$ cat config.mk
export PLATFORM = sky130hd
export DESIGN_NAME = multiplier_seq_u
export DESIGN_NICKNAME = d
export VERILOG_FILES = /design/src/rtl/multiplier_seq_u_pkg.sv /design/src/rtl/multiplier_seq_u_control.sv /design/src/rtl/multiplier_seq_u.sv
export SDC_FILE = /design/constraint.sdc
export NUM_CORES = 1
export LEC_CHECK = 0
export BUFFER_PORTS_ARGS = -buffer_cell sky130_fd_sc_hd__buf_2
export CORE_UTILIZATION = 55
export DETAILED_ROUTE_END_ITERATION = 16
export HOLD_SLACK_MARGIN = 0.03
export PLACE_DENSITY = 0.85
export SLEW_MARGIN = 15
export SYNTH_ARGS = -nofsm -noshare
export SYNTH_HDL_FRONTEND = slang
export SYNTH_HIERARCHICAL = 1
export SYNTH_SLANG_ARGS = --single-unit
$ cat constraint.sdc
create_clock -name clk -period 3.3 [get_ports clk]
set_clock_uncertainty 0.05 [all_clocks]
set_input_delay 0.165 -clock clk [delete_from_list [all_inputs] [get_ports clk]]
set_output_delay 0.165 -clock clk [all_outputs]
set_load 0.05 [all_outputs]
$ cat src/rtl/multiplier_seq_u_pkg.sv
// Shared definitions for the sequential unsigned multiplier: FSM state encodings
// and the default operand width.
`ifndef MULTIPLIER_SEQ_U_PKG_SV
`define MULTIPLIER_SEQ_U_PKG_SV

package multiplier_seq_u_pkg;

    localparam int MUL_DEFAULT_WIDTH = 32;

    typedef enum logic [1:0] {
        MUL_IDLE = 2'd0,
        MUL_BUSY = 2'd1,
        MUL_DONE = 2'd2
    } mul_state_e;

endpackage

`endif

$ cat src/rtl/multiplier_seq_u_control.sv
// Control FSM and step counter for the shift-add multiplier: decides when the
// datapath loads operands and when it takes one shift-add step.
module multiplier_seq_u_control
    import multiplier_seq_u_pkg::*;
#(
    parameter int WIDTH = MUL_DEFAULT_WIDTH
) (
    input  logic clk,
    input  logic rst,
    input  logic start,
    output logic load,
    output logic step,
    output logic done,
    output logic busy
);

    localparam int CW = $clog2(WIDTH) + 1;
    localparam logic [CW-1:0] LAST_STEP = CW'(WIDTH - 1);

    mul_state_e    state_reg;
    logic [CW-1:0] count_reg;

    always_ff @(posedge clk) begin
        if (!rst) begin
            state_reg <= MUL_IDLE;
            count_reg <= '0;
        end else begin
            case (state_reg)
                MUL_IDLE, MUL_DONE: begin
                    if (start) begin
                        state_reg <= MUL_BUSY;
                        count_reg <= '0;
                    end
                end
                MUL_BUSY: begin
                    count_reg <= count_reg + 1'b1;
                    // The step taken while count is WIDTH-1 is the last of WIDTH steps.
                    if (count_reg == LAST_STEP) begin
                        state_reg <= MUL_DONE;
                    end
                end
                default: begin
                    state_reg <= MUL_IDLE;
                    count_reg <= '0;
                end
            endcase
        end
    end

    assign load = start && ((state_reg == MUL_IDLE) || (state_reg == MUL_DONE));
    assign step = (state_reg == MUL_BUSY);
    assign done = (state_reg == MUL_DONE);
    assign busy = (state_reg == MUL_BUSY);

endmodule

$ cat src/rtl/multiplier_seq_u.sv
// Sequential unsigned shift-add multiplier: one multiplier bit per clock,
// WIDTH-cycle fixed latency, 2*WIDTH-bit product held while finish is high.
module multiplier_seq_u
    import multiplier_seq_u_pkg::*;
#(
    parameter int WIDTH = MUL_DEFAULT_WIDTH
) (
    input  logic               clk,
    input  logic               rst,
    input  logic               start,
    input  logic [WIDTH-1:0]   a,
    input  logic [WIDTH-1:0]   b,
    output logic [2*WIDTH-1:0] product,
    output logic               busy,
    output logic               finish
);

    logic             load;
    logic             step;
    logic             done;
    logic [WIDTH-1:0] m_reg;
    logic [2*WIDTH:0] p_reg;
    logic [WIDTH:0]   sum;

    multiplier_seq_u_control #(
        .WIDTH (WIDTH)
    ) u_control (
        .clk   (clk),
        .rst   (rst),
        .start (start),
        .load  (load),
        .step  (step),
        .done  (done),
        .busy  (busy)
    );

    // The carry bit p_reg[2*WIDTH] is always zero between steps, so the top
    // WIDTH+1 bits are exactly the zero-extended high half.
    always_comb begin
        sum = p_reg[2*WIDTH:WIDTH] + (p_reg[0] ? {1'b0, m_reg} : '0);
    end

    always_ff @(posedge clk) begin
        if (!rst) begin
            m_reg <= '0;
            p_reg <= '0;
        end else if (load) begin
            m_reg <= a;
            p_reg <= {{(WIDTH + 1){1'b0}}, b};
        end else if (step) begin
            p_reg <= {1'b0, sum, p_reg[WIDTH-1:1]};
        end
    end

    assign product = p_reg[2*WIDTH-1:0];
    assign finish  = done;

endmodule

==> results.py <==
metrics = {
    "run_status": {
        "status": "finished, final reports clean",
    },
    "global_routing": {
        "grt_pass1_wl_mm": 25.85,
        "grt_pass1_vias": 5309,
        "track_usage": 0.2821,
        "grt_max_degree": 97,
        "gr-total-overflow": 0,
        "antenna_found_initial": 0,
    },
    "yosys": {
        "muxShareOfSynthArea": 0.1160,
        "synth_top_family_by_area": "simple AND/OR/NAND/NOR gates",
        "yosysUniqueCellTypes": 64,
        "yosys-top-cells-area": "dfxtp_1, mux2i_1, and2_1",
        "synth_edf_count": 0,
        "syn_area_sq_um": 6211,
        "synth-xor-area-share": 0.03525,
        "synth_compound_area_frac": 0.1873,
        "ys_async_sr_fraction": 0,
        "avgSynthCellArea_sq_um": 8.405,
        "ys_seq_area_frac": 0.3352,
        "yosys-top-cells-count": "dfxtp_1, nand2_1, mux2i_1",
        "yosysMostFrequentCell": "dfxtp_1",
        "syn_nets": 840,
        "synth_top_cell_area_share": 0.3352,
        "ys_seq_elements": 104,
        "synthFlopType": "dfxtp_1",
        "syn_inst": 739,
        "synthAdderAreaFrac": 0.06970,
        "yosysWarnings": 6,
        "synth_top_cell_by_area": "dfxtp_1",
        "synthSimpleGateAreaFrac": 0.2212,
    },
    "min_path": {
        "min_to": "m_reg[17]",
        "hold_depth": 3,
        "worstHoldPathType": "in -> reg",
        "worstHoldStart": "a[17]",
    },
    "layout": {
        "largest_reg_flops": 64,
        "nNetsFinal": 959,
        "synthToLayoutAreaGrowth_pct": 18.51,
        "layout.cells.non_filler": 1003,
        "fillers": 914,
        "drive_gt1_frac": 0.1935,
        "diodes": 0,
    },
    "clock_network": {
        "root_buffer": "clkbuf_16",
        "cts_tree": "built",
        "clkTransAtPathRegs_ns": 0.07,
        "post_cts_buffers": 0,
        "clockBufferDepth": 2,
        "htreeDepth": 3,
        "cts_sinks": 104,
        "numCtsBuffers": 9,
        "clock_latency_ns": 0.36,
    },
    "worst_setup_path": {
        "startpoint_type": "register",
        "r2r_cells": 10,
        "crit_type": "reg -> reg",
        "cp-end-kind": "register",
        "cp.required_ns": 3.47,
        "r2r_start": "p_reg[0]",
        "crit_fanout": 19,
        "timing.rr.end": "p_reg[62]",
        "reg2reg_slack_ns": 0.26,
        "arrival_ns": 3.21,
    },
    "sta": {
        "tightest_slew_ns": 1.044,
        "whs_ns": 0.03230,
        "timing.final.crit_period_ns": 3.042,
        "drv_slew": 0,
        "fmax_mhz": 328.7,
        "hold_viol_final": 0,
        "rsz0062_at_grt": "no",
        "maxSlewHeadroom": 0.3042,
        "period_share": 0.9219,
        "setup_viol": 0,
        "fin_tns_setup_ns": 0,
    },
    "drt": {
        "routed_wl_mm": 16.23,
        "drt_iter0_drc": 287,
        "ant_nets": 0,
        "drc_errors": 0,
        "post_drt_wl_per_cell_um": 16.18,
        "drt_pre_antenna_iters": 5,
        "via_per_inst": 5.717,
        "dr_total_vias": 5734,
    },
    "pwr": {
        "power.share.clock": 0.363,
        "p_leak_nw": 3.267,
        "p_sw_mw": 0.8830,
        "powerDensity_nw_per_um2": 397.6,
        "max-vdd-ir-drop_v": 0.0002909,
        "switching_share": 0.3017,
        "combPwrFrac": 0.172,
        "seq_power_share": 0.465,
        "internal-power_mw": 2.043,
    },
    "place": {
        "gp_congestion": 0.9692,
        "portBuffers": 132,
        "post-dp-hpwl_mm": 11.46,
        "placed_cells": 971,
    },
    "die": {
        "ios": 133,
        "die_w_um": 108.3,
        "start_util": 0.5680,
        "rows": 38,
        "core_area_sq_um": 10940,
        "die_h_um": 108.3,
        "dieArea_sq_um": 11720,
    },
    "flow_run": {
        "maxCapViolations": 0,
    },
}
[final cells by class]
cell class,instances,area [sq um],area share
multi-input combinational,581,3910,0.5312
sequential,104,2082,0.2828
timing repair buffer,153,870.8,0.1183
clock buffer,10,239.0,0.03247
tap,140,175.2,0.02380
clock inverter,6,48.80,0.006629
inverter,9,35.03,0.004759
[power groups by stage]
stage	clock network, mW	logic (mW)	registers, mW
floorplan	0	0.247	1.49
global placement	0	0.477	1.39
detailed placement	0	0.485	1.39
CTS	1.07	0.501	1.36
global route	1.12	0.542	1.37
finish	1.06	0.504	1.36
[worst max-delay path, cell delays in order, from the launching register on]
cell and delay (ns):
dfxtp_1 0.55, buf_4 0.28, and2_1 0.19, ha_1 0.31
a21oi_1 0.28, o21ai_0 0.22, nor2b_1 0.22, a2111oi_0 0.38
a31oi_1 0.18, xnor2_1 0.17, o21ai_1 0.07
[stage by stage]
| stage | utilization | cell area (sq um) | power (mW) | worst slack (ns) |
|---|---|---|---|---|
| floorplan | - | 6211 | 1.737 | 0.3147 |
| global placement | 0.6322 | 6913 | 1.866 | 0.3750 |
| detailed placement | 0.6322 | 6913 | 1.873 | 0.3469 |
| CTS | 0.6731 | 7361 | 2.928 | 0.3327 |
| global route | 0.6731 | 7361 | 3.026 | 0.003460 |
| finish | 0.6731 | 7361 | 2.926 | 0.2576 |
[metal layers]
layer  share of wire  global-route usage  vias to the layer above  routed length (um)
li1                -                   -                     2847                   -
met1            0.43              0.3674                     2615                7042
met2            0.45              0.4468                      237                7375
met3           0.086             0.06992                       35                1392
met4           0.026              0.1129                        0                 416
met5               0                   0                        -                   0
[layout by cell type, fill, tap and decap left out, drive strengths merged, types with 10 or more instances in the layout]
master       synthesis  layout
nor2b               38      38
ha                  33      33
o21a                12      12
buf                 16     137
a21oi               46      46
o21ai               73      73
dfxtp              104     104
xnor2               16      16
mux2i               72      72
nor2                23      23
clkbuf              29      10
inv                  8      11
nand2               80      80
and2                67      67
dlygate4sd3          0      16
[how the worst max path moves through the flow]
stage / slack (ns) / start / to / depth (start not counted)
after global placement: 0.37 / p_reg[0] / p_reg[62] / 10
after detailed placement: 0.35 / p_reg[0] / p_reg[62] / 10
final: 0.26 / p_reg[0] / p_reg[62] / 10
after global routing: 0.003 / p_reg[0] / p_reg[62] / 10
after CTS: 0.33 / p_reg[0] / p_reg[62] / 10
after floorplan: 0.31 / p_reg[0] / p_reg[58] / 10
[kinds of logic after synthesis]
| kind of cell | count (synthesis) |
|---|---|
| xor+xnor | 25 |
| fa+ha+maj | 34 |
| flops | 104 |
| simple gates | 260 |
| mux | 72 |
| buf+inv | 54 |
| compound gates | 190 |
[timing repair]
| action | in CTS | in global routing |
|---|---|---|
| hold buffers | 16 | 0 |
| endpoints found under the setup margin | 0 | 0 |
| hold endpoints to repair | 16 | 0 |
| resized for setup | 0 | 0 |
(Power assumes the default switching activity.)
